### config.mk
export PLATFORM = sky130hd
export DESIGN_NAME = module_uart_reg_ctrl
export DESIGN_NICKNAME = d
export VERILOG_FILES = /design/src/rtl/module_uart_reg_ctrl.sv
export SDC_FILE = /design/constraint.sdc
export NUM_CORES = 1
export LEC_CHECK = 0
export BUFFER_PORTS_ARGS = -buffer_cell sky130_fd_sc_hd__buf_2
export CAP_MARGIN = 25
export CORE_MARGIN = 5
export CORE_UTILIZATION = 54
export CTS_BUF_LIST = sky130_fd_sc_hd__clkbuf_8 sky130_fd_sc_hd__clkbuf_16
export CTS_CLUSTER_DIAMETER = 100
export DETAILED_ROUTE_END_ITERATION = 10
export HOLD_SLACK_MARGIN = 0.02
export PLACE_DENSITY = 0.84
export SLEW_MARGIN = 20
export SYNTH_ARGS = -nofsm -noshare
export SYNTH_HDL_FRONTEND = slang
export SYNTH_SLANG_ARGS = --single-unit
### constraint.sdc
create_clock -name clk_i -period 5.5 [get_ports clk_i]
set_input_delay 0.55 -clock clk_i [delete_from_list [all_inputs] [get_ports clk_i]]
set_output_delay 0.55 -clock clk_i [all_outputs]
set_load 0.01 [all_outputs]
### src/rtl/module_uart_reg_ctrl.sv
// UART register stage: control/data registers and a one-byte TX sequencer.
// Optional overrun flag (ctrl bit 2) is built only when UART_OVERRUN_EN is defined.
module module_uart_reg_ctrl #(
    parameter int unsigned TX_TIMEOUT = 2_000_000
) (
    input  logic        clk_i,
    input  logic        rst_n_i,
    input  logic        we_i,
    input  logic        slc_i,
    input  logic [31:0] wdata_i,
    output logic [31:0] ctrl_o,
    output logic [7:0]  data_o,
    output logic        tx_start_o,
    output logic [7:0]  tx_data_o,
    input  logic        tx_done_i,
    input  logic        rx_valid_i,
    input  logic [7:0]  rx_data_i
);

    localparam int unsigned CW =
        (TX_TIMEOUT > 0) ? $clog2(TX_TIMEOUT + 1) : 1;
    localparam logic [CW-1:0] TO_LAST =
        CW'((TX_TIMEOUT > 0) ? TX_TIMEOUT - 1 : 0);

    typedef enum logic [1:0] {
        IDLE,
        START,
        BUSY,
        DONE
    } state_t;

    state_t        state;
    logic [CW-1:0] tx_cnt;
    logic          send;
    logic          new_rx;
    logic          ovr;
    logic          tx_err;
    logic [7:0]    data_q;
    logic          ctrl_wr;
    logic          data_wr;
    logic          timeout_hit;
    logic          unused_bits;

    assign ctrl_wr = we_i & ~slc_i;
    assign data_wr = we_i & slc_i & (state == IDLE);

    // Last BUSY cycle before the transfer is forcibly aborted.
    assign timeout_hit = (TX_TIMEOUT != 0) && (state == BUSY)
                       && !tx_done_i && (tx_cnt == TO_LAST);

    assign ctrl_o = {28'b0, tx_err, ovr, new_rx, send};
    assign data_o = data_q;

    assign unused_bits = ^{wdata_i[31:8], wdata_i[2]};

    // Bus-writable flags and data register; HW set/clear beats SW writes.
    always_ff @(posedge clk_i or negedge rst_n_i) begin
        if (!rst_n_i) begin
            send   <= 1'b0;
            new_rx <= 1'b0;
            tx_err <= 1'b0;
            data_q <= 8'h00;
        end else begin
            if (state == DONE)
                send <= 1'b0;
            else if (ctrl_wr && state == IDLE)
                send <= wdata_i[0];

            if (rx_valid_i)
                new_rx <= 1'b1;
            else if (ctrl_wr && !wdata_i[1])
                new_rx <= 1'b0;

            if (timeout_hit)
                tx_err <= 1'b1;
            else if (ctrl_wr && !wdata_i[3])
                tx_err <= 1'b0;

            if (rx_valid_i)
                data_q <= rx_data_i;
            else if (data_wr)
                data_q <= wdata_i[7:0];
        end
    end

`ifdef UART_OVERRUN_EN
    // Overrun: a new byte arrived before SW consumed the previous one.
    always_ff @(posedge clk_i or negedge rst_n_i) begin
        if (!rst_n_i)
            ovr <= 1'b0;
        else if (rx_valid_i && new_rx)
            ovr <= 1'b1;
        else if (ctrl_wr && !wdata_i[2])
            ovr <= 1'b0;
    end
`else
    assign ovr = 1'b0;
`endif

    // TX sequencer: latch byte and pulse start, then wait for done or timeout.
    always_ff @(posedge clk_i or negedge rst_n_i) begin
        if (!rst_n_i) begin
            state      <= IDLE;
            tx_cnt     <= '0;
            tx_start_o <= 1'b0;
            tx_data_o  <= 8'h00;
        end else begin
            tx_start_o <= 1'b0;
            unique case (state)
                IDLE: begin
                    if (send)
                        state <= START;
                end
                START: begin
                    tx_data_o  <= data_q;
                    tx_start_o <= 1'b1;
                    tx_cnt     <= '0;
                    state      <= BUSY;
                end
                BUSY: begin
                    if (tx_done_i || timeout_hit)
                        state <= DONE;
                    else if (tx_cnt != '1)
                        tx_cnt <= tx_cnt + CW'(1);
                end
                DONE: begin
                    state <= IDLE;
                end
                default: begin
                    state <= IDLE;
                end
            endcase
        end
    end

endmodule

==> qor.csv <==
stage,metric,value,unit
die,Chip Height,81.1,um
logic_synthesis,post-synthesis cell type count,49,
logic_synthesis,number of flops mapped to enable cells by yosys,0,
setup_path,CP Max Fanout,19,
clock_network,CTS Sinks,43,
power_and_ir_drop,Leakage,1.37,nW
sta,RSZ-0062 raised after global routing,false,
logic_synthesis,#FFs+latches synth,43,
logic_synthesis,async set or reset register ratio after synthesis,100,%
sta,Setup Skew,0.00835,ns
clock_network,Root Buffer,clkbuf_8,
cells_and_area,antenna cells,0,
logic_synthesis,synthesized area,0.00273,mm2
grt,GRT Total Usage,19.7,%
drt,total number of vias,2297,
cells_and_area,Nets,366,
drt,ANT nets after route,0,
die,Initial Utilization,56.6,%
clock_network,clk buf depth,2,
sta,fin worst setup slack,2.85,ns
cells_and_area,design area,0.00287,mm2
logic_synthesis,ys flop type,dfrtp_1,
drt,"wirelength, routed",6.14,mm
die,Die Area,0.00657,mm2
sta,min Tclk post-route,2.65,ns
placement,GP Congestion,0.832,
clock_network,"CTS clk-pin slew, worst paths",0.09,ns
power_and_ir_drop,Max VDD drop,0.213,mV
placement,dpl ws,2.95,ns
sta,setup TNS,0,ns
logic_synthesis,Avg Inst Size Synth,9.50,um2
grt,largest net degree at the start of global routing,44,
flow_run,Max Cap Violations,0,
logic_synthesis,Cells after Synth,287,
sta,Rel. slew slack,35.7,%
sta,Final Setup Violations,0,
die,core box area,0.00482,mm2
sta,Final Hold Vio Count,0,
power_and_ir_drop,pwr dens,357,mW/mm2
clock_network,Post-CTS Resized,0,
die,# rows,25,
clock_network,Setup Buffers After CTS,0,
placement,IO Port Bufs,41,
setup_path,Setup Crit Path Kind,reg -> reg,
grt,total gr overflow,0,
grt,initial antenna violation count,0,
setup_path,worst path required time,5.72,ns
clock_network,Post-CTS Hold Fix Bufs,0,
clock_network,H-tree levels,2,
drt,first-pass detailed-route iteration total,4,
grt,first-pass GRT wire length,10.1,mm
drt,WL per Instance,16.1,um
clock_network,TritonCTS buffer count,5,
setup_path,crit path DAT,2.87,ns
cells_and_area,share of cells above drive strength 1,20.3,%
die,io pins,95,
logic_synthesis,synth warn,0,
clock_network,later-pin clock latency in the skew report,0.30,ns
cells_and_area,register area,0.00108,mm2
placement,placed cell areas,0.00277,mm2
die,chip width,81.1,um
sta,final period utilization,48.1,%
sta,worst-margin pin slew,0.964,ns
placement,HPWL Detailed,4.19,mm
cells_and_area,Layout area overhead,5.37,%
drt,DRC,0,
min_path,worst min path class,in -> async,
sta,"Slew Viols, Final",0,
logic_synthesis,post-synthesis sequential area ratio,39.5,%
setup_path,CP Capture Type,flop,
setup_path,startpoint types,flop,
grt,vias in the first global route,2166,
cells_and_area,fill cell instance count of the final layout,439,
cells_and_area,multi-input logic area,0.00138,mm2
drt,vias per cell,6.01,
clock_network,CTS tree,yes,
sta,Max Fclk,378,MHz
drt,Detailed Route Iter0 Violations,169,
run_status,status,completed,
## layer usage
metal | up-vias | global-route usage (%) | share of wire [%] | routed length, um
met5 | - | 0 | 0 | 0
met4 | 0 | 7.43 | 1.3 | 80
met3 | 6 | 3.33 | 8.2 | 506
met2 | 98 | 32.8 | 50 | 3070
met1 | 1127 | 25.5 | 41 | 2490
li1 | 1066 | - | - | -
## worst paths after layout
kind	slack [ns]	startpoint	endpoint	cells after the start
hold reg to reg	0.51	tx_data_o[6]	tx_data_o[6]	1
min in group clk_i	0.46	rx_data_i[7]	data_o[7]	3
setup / recovery	2.85	state[0]	state[1]	6
setup reg to reg	2.85	state[0]	state[1]	6
max in group asynchronous	4.89	rst_n_i	tx_cnt[5]	1
hold / removal	0.23	rst_n_i	tx_data_o[5]	1
## final cells by class
class / count / area share, %
Tap cell: 67 / 2.92
Sequential cell: 43 / 37.5
Timing Repair Buffer: 42 / 7.49
Clock buffer: 6 / 2.87
Clock inverter: 2 / 0.566
Inverter: 4 / 0.523
Multi-Input combinational cell: 218 / 48.2
## synth_stat cells, types with 2 or more instances
master    instances  area share (%)
o21ai_0          11             2.0
ha_1              6             2.8
buf_4            34             9.4
a32oi_1           4             1.3
and3_4            2            0.83
clkbuf_1          8             1.1
nor4_1           10             2.3
mux2_2            8             3.3
a21oi_1           2            0.37
mux2i_1          10             3.7
a211o_1           5             1.6
o311ai_0          5             1.6
a31oi_1           4            0.92
nand2b_1          4            0.92
nand3_1          17             3.1
buf_2             3            0.55
nor2b_1           3            0.69
nand2_1          34             4.7
nor2_1           10             1.4
o21ai_1           3            0.55
nor3_1            7             1.3
buf_6             5             2.1
and4_1            3            0.96
o311a_1           2            0.73
or3_1             2            0.46
inv_1             4            0.55
and3_1            3            0.69
a311o_1           2            0.73
nand4_1          10             2.3
dfrtp_1          43              39
nor4b_1           5             1.6
## state kept, by name (all words and copies together), names as in the netlist
signal      flops
data_o          8
state           2
send            1
new_rx          1
tx_data_o       8
tx_err          1
tx_start_o      1
tx_cnt         21
## report_power, final
group	internal, W	leakage [nW]	total, W	switching (W)
combinational	0.000143	0.762	0.000402	0.000259
clock	0.000103	0.0474	0.000218	0.000115
sequential	0.000373	0.561	0.000406	0.0000339
total	0.000618	1.37	0.00103	0.000408
## through the flow
| stage | hold slack, ns | cells | power (W) | util [%] |
|---|---|---|---|---|
| finish | 0.227 | 382 | 0.00103 | 59.6 |
| global route | 0.274 | 382 | 0.00109 | 59.6 |
| CTS | 0.429 | 382 | 0.00103 | 59.6 |
| detailed placement | 0.483 | 374 | 0.000813 | 57.5 |
| global placement | 0.480 | 374 | 0.000796 | 57.5 |
| floorplan | 0.254 | 315 | 0.000694 | - |
## logic make-up (layout without fill, tap and decap cells)
kind of cell / count (synthesis) / count (layout) / share of synthesized area (%)
AOI/OAI and AO/OA: 48 / 48 / 13.3
adders and majority gates: 6 / 6 / 2.75
buffers and inverters: 54 / 54 / 13.6
DFF: 43 / 43 / 39.5
muxes: 18 / 18 / 6.98
other: 1 / 29 / 0.138
and+or+nand+nor: 117 / 117 / 23.7
## cell usage in the layout (no fill, tap or decap), types with 2 or more instances in the layout
| cell type | count |
|---|---|
| a21oi_1 | 2 |
| mux2i_1 | 10 |
| dfrtp_1 | 43 |
| and3_4 | 2 |
| nor2_1 | 10 |
| nor4b_1 | 5 |
| nor4_1 | 10 |
| a31oi_1 | 4 |
| nor3_1 | 7 |
| o311ai_0 | 5 |
| a311o_1 | 2 |
| inv_1 | 4 |
| nand2_1 | 34 |
| o21ai_0 | 11 |
| and4_1 | 3 |
| clkbuf_8 | 6 |
| ha_1 | 6 |
| a32oi_1 | 4 |
| o21ai_1 | 3 |
| o311a_1 | 2 |
| nor2b_1 | 3 |
| or3_1 | 2 |
| nand2b_1 | 4 |
| a211o_1 | 5 |
| and3_1 | 3 |
| conb_1 | 29 |
| mux2_2 | 8 |
| nand3_1 | 17 |
| buf_4 | 2 |
| nand4_1 | 10 |
| buf_2 | 40 |
## critical path, cell delays in order (launching register included)
cell and delay [ns]:
dfrtp_1 0.42, inv_1 0.12, ha_1 0.21, nor4bb_1 0.55, a41oi_2 0.61, a21oi_1 0.43
mux2i_1 0.22
Power figures use the tool's default switching activity.
